File: src/rtl/mem_arbiter.sv
// Two-port arbiter for a shared 1024x32 distributed memory with lock bursts and 1-cycle responses.
// Optional macro MEM_ARB_PRIO0_EN: port 0 strict priority with port 1 anti-starvation instead of round-robin.
module mem_arbiter #(
    parameter int ADDR_W       = 10,
    parameter int DATA_W       = 32,
    parameter int STARVE_LIMIT = 4
) (
    input  logic              clk,
    input  logic              rst,

    input  logic              req0_valid,
    output logic              req0_ready,
    input  logic              req0_we,
    input  logic              req0_lock,
    input  logic [ADDR_W-1:0] req0_addr,
    input  logic [DATA_W-1:0] req0_wdata,
    output logic              rsp0_valid,
    output logic [DATA_W-1:0] rsp0_rdata,

    input  logic              req1_valid,
    output logic              req1_ready,
    input  logic              req1_we,
    input  logic              req1_lock,
    input  logic [ADDR_W-1:0] req1_addr,
    input  logic [DATA_W-1:0] req1_wdata,
    output logic              rsp1_valid,
    output logic [DATA_W-1:0] rsp1_rdata,

    output logic [ADDR_W-1:0] mem_a,
    output logic [DATA_W-1:0] mem_d,
    output logic              mem_we,
    output logic [ADDR_W-1:0] mem_dpra,
    input  logic [DATA_W-1:0] mem_dpo
);

    typedef enum logic [1:0] {
        IDLE = 2'd0,
        OWN0 = 2'd1,
        OWN1 = 2'd2
    } state_t;

    state_t state_reg;

    logic              grant0;
    logic              grant1;
    logic              pick1;

    logic              rsp0_valid_reg;
    logic              rsp1_valid_reg;
    logic [DATA_W-1:0] rsp0_rdata_reg;
    logic [DATA_W-1:0] rsp1_rdata_reg;

`ifdef MEM_ARB_PRIO0_EN
    localparam int SW = $clog2(STARVE_LIMIT + 1);

    logic [SW-1:0] starve_cnt_reg;

    // Port 1 only wins a contention once it has been passed over STARVE_LIMIT times.
    assign pick1 = (starve_cnt_reg == SW'(STARVE_LIMIT));

    always_ff @(posedge clk) begin
        if (rst) begin
            starve_cnt_reg <= '0;
        end else if (grant1) begin
            starve_cnt_reg <= '0;
        end else if (req1_valid && (starve_cnt_reg != SW'(STARVE_LIMIT))) begin
            starve_cnt_reg <= starve_cnt_reg + 1'b1;
        end
    end
`else
    logic rr_ptr_reg;

    assign pick1 = rr_ptr_reg;

    // After any accept the other port becomes preferred.
    always_ff @(posedge clk) begin
        if (rst) begin
            rr_ptr_reg <= 1'b0;
        end else if (grant0) begin
            rr_ptr_reg <= 1'b1;
        end else if (grant1) begin
            rr_ptr_reg <= 1'b0;
        end
    end
`endif

    // Grant implies valid, so a grant is also an accept.
    always_comb begin
        grant0 = 1'b0;
        grant1 = 1'b0;
        if (!rst) begin
            case (state_reg)
                IDLE: begin
                    if (req0_valid && req1_valid) begin
                        grant1 = pick1;
                        grant0 = !pick1;
                    end else begin
                        grant0 = req0_valid;
                        grant1 = req1_valid;
                    end
                end
                OWN0:    grant0 = req0_valid;
                OWN1:    grant1 = req1_valid;
                default: begin
                    grant0 = 1'b0;
                    grant1 = 1'b0;
                end
            endcase
        end
    end

    assign req0_ready = grant0;
    assign req1_ready = grant1;

    always_comb begin
        mem_a    = '0;
        mem_dpra = '0;
        mem_d    = '0;
        mem_we   = 1'b0;
        if (grant0) begin
            mem_a    = req0_addr;
            mem_dpra = req0_addr;
            mem_d    = req0_wdata;
            mem_we   = req0_we;
        end else if (grant1) begin
            mem_a    = req1_addr;
            mem_dpra = req1_addr;
            mem_d    = req1_wdata;
            mem_we   = req1_we;
        end
    end

    // Ownership FSM and response registers; reads capture mem_dpo at the accept edge.
    always_ff @(posedge clk) begin
        if (rst) begin
            state_reg      <= IDLE;
            rsp0_valid_reg <= 1'b0;
            rsp1_valid_reg <= 1'b0;
            rsp0_rdata_reg <= '0;
            rsp1_rdata_reg <= '0;
        end else begin
            rsp0_valid_reg <= grant0;
            rsp1_valid_reg <= grant1;
            if (grant0 && !req0_we) begin
                rsp0_rdata_reg <= mem_dpo;
            end
            if (grant1 && !req1_we) begin
                rsp1_rdata_reg <= mem_dpo;
            end
            case (state_reg)
                IDLE: begin
                    if (grant0 && req0_lock) begin
                        state_reg <= OWN0;
                    end else if (grant1 && req1_lock) begin
                        state_reg <= OWN1;
                    end
                end
                OWN0: begin
                    if (grant0 && !req0_lock) begin
                        state_reg <= IDLE;
                    end
                end
                OWN1: begin
                    if (grant1 && !req1_lock) begin
                        state_reg <= IDLE;
                    end
                end
                default: state_reg <= IDLE;
            endcase
        end
    end

    assign rsp0_valid = rsp0_valid_reg;
    assign rsp1_valid = rsp1_valid_reg;
    assign rsp0_rdata = rsp0_rdata_reg;
    assign rsp1_rdata = rsp1_rdata_reg;

endmodule

File: config.mk
export PLATFORM = sky130hd
export DESIGN_NAME = mem_arbiter
export DESIGN_NICKNAME = d
export VERILOG_FILES = /design/src/rtl/mem_arbiter.sv
export SDC_FILE = /design/constraint.sdc
export NUM_CORES = 1
export LEC_CHECK = 0
export CORE_MARGIN = 2
export CORE_UTILIZATION = 32
export CTS_CLUSTER_SIZE = 8
export DETAILED_ROUTE_END_ITERATION = 8
export PLACE_DENSITY = 0.82
export RECOVER_POWER = 100
export SYNTH_ARGS = -nofsm -noshare
export SYNTH_HDL_FRONTEND = slang
export SYNTH_SLANG_ARGS = --single-unit
File: constraint.sdc
create_clock -name clk -period 1.57 [get_ports clk]
set_clock_uncertainty 0.05 [all_clocks]
set_input_delay 0.157 -clock clk [delete_from_list [all_inputs] [get_ports clk]]
set_output_delay 0.157 -clock clk [all_outputs]
set_load 0.1 [all_outputs]
Yosys cells after proc, flatten, opt, wreduce, memory -nomap -nowiden
Index checks and enable logic that the tools add are counted.
Widths: inputs -> output; s select.
{ "word_totals": {"regBits": 69, "input_bits": 124, "out_inout_bits": 121, "elab_cells": 45} }
{ "op_classes": {"n_eq_ne": 5, "mux": 19, "reduce_logical": 15} }
{ "ops": {"columns": ["cell", "n"], "rows": [
  ["$mux 32", 2],
  ["$mux 10", 2],
  ["$mux 1", 8],
  ["$mux 2", 4],
  ["$logic_and 1x1->1", 7],
  ["$pmux 2 s3", 1],
  ["$logic_not 1->1", 5],
  ["$ne 2x2->1 const B", 2],
  ["$pmux 1 s2", 2],
  ["$ne 3x3->1 const B", 1],
  ["$reduce_and 3->1", 1],
  ["$eq 2x1->1 const B", 1],
  ["$eq 2x2->1 const B", 1],
  ["$logic_not 2->1", 1],
  ["$reduce_bool 2->1", 1]
]} }

Longest topological paths before layout
Gate-level depths: netlist of run 1.
{ "logic_depth": {"ltp_word": 8, "mapped_depth": 6, "depth_no_buf": 3} }

Worst setup path after synthesis of run 1
Ideal clock, no wire load.
{ "synth_timing": {"path_kind": "reg-to-output", "from": "register state_reg[0]", "to": "output mem_dpra[0]", "t_arrival_ns": 2.533, "required_time_ns": 1.363, "path_slack_ns": -1.170, "stages_incl_launch_ff": 7, "path_buffers": 3, "cell_sequence": "dfxtp_1 -> nand2b_1 -> buf_2 -> nor3_4 -> buf_6 -> a22o_1 -> buf_4"} }
{ "synth_between": {"elab_chain_len": 5, "word_cells_on_any_way": 9, "cone_classes": "eq/ne: 2; mux: 6; reduce/logical: 1"} }
{ "synth_rtl": {"columns": ["element", "line_no", "source"], "rows": [
  ["from (decl)", "42", "state_t state_reg;"],
  ["from (signal assigned)", "136", "state_reg <= IDLE;"],
  ["from (signal assigned)", "153", "state_reg <= OWN0;"],
  ["from (signal assigned)", "155", "state_reg <= OWN1;"],
  ["$eq 2x2->1 or $logic_not 2->1 (tied branches)", "92", "case (state_reg)"],
  ["$pmux 1 s2 *", "92", null],
  ["$mux 1 *", "91", "if (!rst) begin"],
  ["named net req1_ready", "21", "output logic req1_ready,"],
  ["$mux 10 * (2 in a row)", null, null],
  ["to (decl)", "32", "output logic [ADDR_W-1:0] mem_dpra,"]
]} }
Mark *: on every way through the listed nets, which the timed path passes. The rest lies on a longest branch.

Final worst setup path of run 1
{ "layout_timing": {"from": "register state_reg[1]", "to": "output mem_a[8]"} }
{ "layout_between": {"elab_chain_len": 5, "word_cells_on_any_way": 9, "cone_classes": "eq/ne: 2; mux: 6; reduce/logical: 1"} }
{ "layout_rtl": {"columns": ["element", "line_no", "source"], "rows": [
  ["$eq 2x2->1 or $logic_not 2->1 (tied branches)", "92", null],
  ["$pmux 1 s2", "92", null],
  ["$mux 1", "91", null],
  ["$mux 10", "125", "end else if (grant1) begin"],
  ["$mux 10 *", "120", "if (grant0) begin"],
  ["to (decl)", "29", "output logic [ADDR_W-1:0] mem_a,"]
]} }
Every way passes the cells marked *; elsewhere a longest branch is shown, timed or not.

==> impl_metrics.json, run 1 <==
{
  "dp_hpwl_mm": 12.3,
  "yosys_warnings": 0,
  "tightest_slew_ps": 580,
  "reg2reg_depth": 6,
  "ioPinCount": 245,
  "yosysTopAreaCellShare_pct": 40.1,
  "hold_class": "in -> reg",
  "clk_pin_slew_ps": 70,
  "gr-total-overflow": 0,
  "cts.sinks": 69,
  "insertion_delay_ps": 350,
  "cts_tree": "built",
  "cellPowerDensity_nw_per_um2": 870,
  "fp.dieW_um": 108,
  "maxCapViolCount": 0,
  "die-area_um2": 11600,
  "grt_max_degree": 35,
  "htree_levels": 3,
  "min_delay_path_depth": 3,
  "leakagePower_nw": 3.11,
  "reg2reg_slack_ps": -260,
  "yosysSeqAreaShare_pct": 40.1,
  "routed_wl_mm": 16.6,
  "tns_ps": -25240,
  "synth_nets": 505,
  "status": "finished with violations",
  "coreArea_um2": 10400,
  "arrival_ps": 1770,
  "timing.final.hold_violations": 0,
  "route.detailed.drc": 0,
  "grt_usage_pct": 28.8,
  "vias": 4375,
  "period_needed_ps": 1980,
  "clk_path_buf_depth": 2,
  "syn-cell-area_um2": 3440,
  "avgSynthCellArea_um2": 9.04,
  "port_buffers": 244,
  "violations": "negative setup slack",
  "setup_viol": 96,
  "worst-path-max-fanout": 20,
  "clock.fmax_ghz": 0.505,
  "cts_buffers": 9,
  "startpoint_type": "flop",
  "timing.slew.headroom_pct": 61.5,
  "synth.area.top_cells": "dfxtp_1 (40%), a22o_1 (11%), nand3_1 (9.3%), o311ai_1 (8.1%), o21ai_2 (7.6%)",
  "crit_type": "reg -> out",
  "initial_core_util_pct": 33.2,
  "post-place-ws_ps": -428,
  "drt_iter0_markers": 284,
  "grt_pass1_vias": 4751,
  "critPathCaptureType": "primary output",
  "post-synth-top-area-cell": "dfxtp_1",
  "power_w": 0.00628,
  "area_growth_pct": 109,
  "synthDistinctLibCells": 29,
  "via_per_inst": 5.62,
  "fin_crit_sh_pct": 126,
  "syn_inst": 381,
  "crit_required_ps": 1360,
  "ys_ff_latch": 69,
  "fin_nets": 760,
  "ir_worst_vdd_uv": 518,
  "fp-row-count": 37,
  "antenna_found_initial": 0,
  "ant_nets": 0,
  "place_congestion": 0.788,
  "layout-drive-gt1-share_pct": 44.1,
  "rsz0062_at_grt": "true",
  "root_buffer": "clkbuf_8",
  "wl_per_cell_um": 21.4,
  "dieHeight_um": 108,
  "drtPass1Iterations": 5,
  "grt_pass1_wl_mm": 25.8,
  "setup_ws_ps": -409,
  "drv_slew": 0,
  "cts_hold_buffers": 0
}
## worst max-delay path, stage by stage (launching register included)
cell     delay [ps]
dfxtp_4         370
nor3b_4         260
nor3_4           70
buf_12          170
buf_12          150
a22o_4          250
buf_12          170
## cell type report
type	instances	area, um2
well taps	136	170
flip-flops and latches	69	1390
clock inverters	6	61.3
repair buffers	299	3310
clock buffers	10	138
fillers	709	3160
inverters	1	3.75
multi-input cells	256	2140
diodes	1	2.50
## stage by stage
stage / instance area, um2 / hold slack [ps] / std cells / util (%)
after CTS: 8180 / 265 / 777 / 78.9
after global placement: 7770 / 437 / 753 / 74.9
after detailed placement: 7770 / 444 / 753 / 74.9
after floorplan: 3940 / 217 / 381 / -
final: 7210 / 291 / 778 / 69.5
after global routing: 7210 / 289 / 777 / 69.5
## placed cells by master (no fill, tap or decap), types with 3 or more instances in the layout
cell type and n:
a21oi_1 30, a21oi_2 3, a22o_2 3, a22o_4 40, buf_12 65, buf_16 5
buf_2 3, buf_4 33, buf_6 4, clkbuf_2 64, clkbuf_4 3, clkbuf_8 10
clkdlybuf4s50_1 122, clkinv_2 3, dfxtp_1 66, nand2_1 32, nand3_1 64, o21ai_2 30
o311ai_1 32
## final timing paths
path,endpoint,start
worst min register to register,rsp0_rdata[22],rsp0_rdata[22]
worst max-delay path,mem_a[8],state_reg[1]
worst min-delay path,rsp0_rdata[2],rst
worst max register to register,rsp0_rdata[12],state_reg[1]
## timing repair
action | 4_1_cts | 5_1_grt
gates resized for setup | 13 | 8
gates cloned | 5 | 0
hold endpoints to repair | 0 | 0
setup endpoints to repair | 87 | 88
setup buffers | 3 | 0
pin swaps | 4 | 26
## cell usage after synthesis (all sizes together)
cell type,instances
nor3,2
a22o,43
and3b,1
o21ai,32
dfxtp,69
nor3b,1
nand3,64
or4b,1
nor4b,4
or3b,1
nand2b,1
nor2,2
o311ai,32
a21o,1
buf,31
inv,1
a21oi,33
nand2,32
nand3b,2
and3,2
a41o,1
nor2b,1
clkbuf,24
## cells by family after synthesis
family | count (synthesis) | share of synthesized area [%]
AO/OA/AOI/OAI | 142 | 32.3
buffers and inverters | 56 | 9.99
flip-flops | 69 | 40.1
AND/OR/NAND/NOR | 114 | 17.6
## routing by layer
metal / vias up / global-route usage (%) / part of all wire [%]
li1: 1965 / - / -
met1: 2101 / 30.0 / 35
met2: 252 / 54.1 / 54
met3: 57 / 6.84 / 6.7
met4: 0 / 12.6 / 4.3
met5: - / 0 / 0
## power by group
group	total, W	switching (W)	internal, W
Combinational	0.00295	0.00187	0.00108
Clock	0.00146	0.000684	0.000774
Sequential	0.00187	0.0000511	0.00182
Note: power is estimated with default switching activity, not from simulation.
==> run 2, diff against run 1 <==
Settings changed: SETUP_SLACK_MARGIN set to 0.4, SKIP_LAST_GASP set to 1.
==> impl_metrics.json, run 2 (synthesis gave the netlist of run 1 again) <==
{
  "status": "finished with violations",
  "violations": "negative setup slack",
  "route.detailed.drc": 0,
  "worstPathCellList": "buf_12, nor3b_4, nor3_4, clkbuf_16, a22o_4, buf_12",
  "leakagePower_nw": 3.25,
  "max_stage_delay_ps": 370,
  "area_growth_pct": 129,
  "layout-drive-gt1-share_pct": 61.8,
  "antenna_found_initial": 2,
  "ir_worst_vdd_uv": 445,
  "htree_levels": 3,
  "cellPowerDensity_nw_per_um2": 835,
  "timing.rr.start": "state_reg[1]",
  "clk_path_buf_depth": 2,
  "setup_viol": 119,
  "drtPass1Iterations": 5,
  "critPathCaptureType": "primary output",
  "met3WireLength_mm": 1.53,
  "grt_pass1_wl_mm": 28.0,
  "layoutNonFillerInstCount": 779,
  "maxCapViolCount": 0,
  "fin_crit_sh_pct": 129,
  "drt-met1-wl_mm": 6.70,
  "fin_nets": 760,
  "grt_usage_pct": 31.7,
  "post-place-ws_ps": -403,
  "startpoint_type": "flop",
  "cts_buffers": 9,
  "final_cell_mix": "clkdlybuf4s50_1 (122), buf_12 (68), clkbuf_2 (66)",
  "final_common_cell": "clkdlybuf4s50_1",
  "vias": 4548,
  "worst-path-max-fanout": 15,
  "clock.fmax_ghz": 0.493,
  "ant_nets": 0,
  "grt_pass1_vias": 4739,
  "arrival_ps": 1820,
  "crit_family": "buffers and inverters",
  "hp-start": "rst",
  "die-area_um2": 11600,
  "cts_hold_buffers": 0,
  "fp-row-count": 37,
  "drv_slew": 0,
  "insertion_delay_ps": 350,
  "port_buffers": 244,
  "grt_max_degree": 35,
  "numPlacedInstances": 736,
  "hold-worst-slack_ps": 223,
  "crit_type": "reg -> out",
  "setup_ws_ps": -459,
  "cpMostUsedCell": "buf_12",
  "wl_per_cell_um": 25.4,
  "cts.sinks": 69,
  "clk_pin_slew_ps": 70,
  "cp_slowest_cell": "dfxtp_4",
  "gr-total-overflow": 0,
  "timing.final.hold_violations": 0,
  "timing.slew.headroom_pct": 60.6,
  "dp_hpwl_mm": 12.8,
  "rsz0062_at_grt": "true",
  "startpoint": "state_reg[1]",
  "dr_wl_met2_mm": 10.6,
  "root_buffer": "clkbuf_8",
  "tightest_slew_ps": 590,
  "coreArea_um2": 10400,
  "via_per_inst": 5.84,
  "hold_class": "in -> reg",
  "cts_tree": "built",
  "place_congestion": 0.844,
  "top_layer": "met4",
  "cp.buffers_inverters": 3,
  "fp.dieW_um": 108,
  "period_needed_ps": 2030,
  "ioPinCount": 245,
  "fill_cells": 590,
  "initial_core_util_pct": 33.2,
  "dieHeight_um": 108,
  "crit_required_ps": 1360,
  "drt_iter0_markers": 302,
  "routed_wl_mm": 19.7
}
## run 2: what timing repair did
| action | 4_1_cts | 5_1_grt |
|---|---|---|
| setup endpoints to repair | 129 | 147 |
| resized for setup | 57 | 59 |
| pin swaps | 29 | 17 |
| buffers inserted | 7 | 3 |
| gates cloned | 11 | 4 |
## run 2: cell type report
cell class	count	area [um2]	share of cell area [%]
timing repair buffer	299	3570	45.3
clock inverter	5	60.1	0.763
antenna	2	5.00	0.0636
multi-input combinational	256	2460	31.2
clock buffer	11	141	1.80
tap	136	170	2.16
inverter	1	3.75	0.0477
sequential	69	1470	18.7
## run 2: worst reg2reg max path, delay by kind of cell, from the launching register on
kind | cells | cell delay (ps)
buffers and inverters | 5 | 660
DFF | 1 | 370
and+or+nand+nor | 3 | 590
## run 2: path summary, 6_finish.rpt
path,end,slack [ps],cells past startpoint
max,mem_d[17],-460,6
min,state_reg[1],220,3
max reg2reg,rsp1_rdata[23],-230,8
min reg2reg,rsp0_rdata[9],400,2
## run 2: through the flow
| stage | TNS (ps) | power (W) | area [um2] | utilization [%] |
|---|---|---|---|---|
| finish | -33640 | 0.00657 | 7880 | 75.9 |
| global route | -41250 | 0.00674 | 7880 | 75.9 |
| CTS | -24170 | 0.00667 | 8530 | 82.3 |
| detailed placement | -31940 | 0.00501 | 7780 | 75.0 |
| global placement | -28110 | 0.00497 | 7780 | 75.0 |
| floorplan | -11050 | 0.00379 | 4110 | - |
## run 2: per-layer routing
| metal | global-route usage, % | up-vias |
|---|---|---|
| met5 | 0 | - |
| met4 | 15.2 | 0 |
| met3 | 8.23 | 59 |
| met2 | 57.7 | 280 |
| met1 | 33.7 | 2233 |
| li1 | - | 1976 |
## run 2: where the power goes
group / total [W] / internal, W / switching (W) / leakage [nW]
Clock: 0.00150 / 0.000781 / 0.000723 / 0.0995
Combinational: 0.00318 / 0.00119 / 0.00199 / 2.55
Sequential: 0.00189 / 0.00183 / 0.0000538 / 0.593
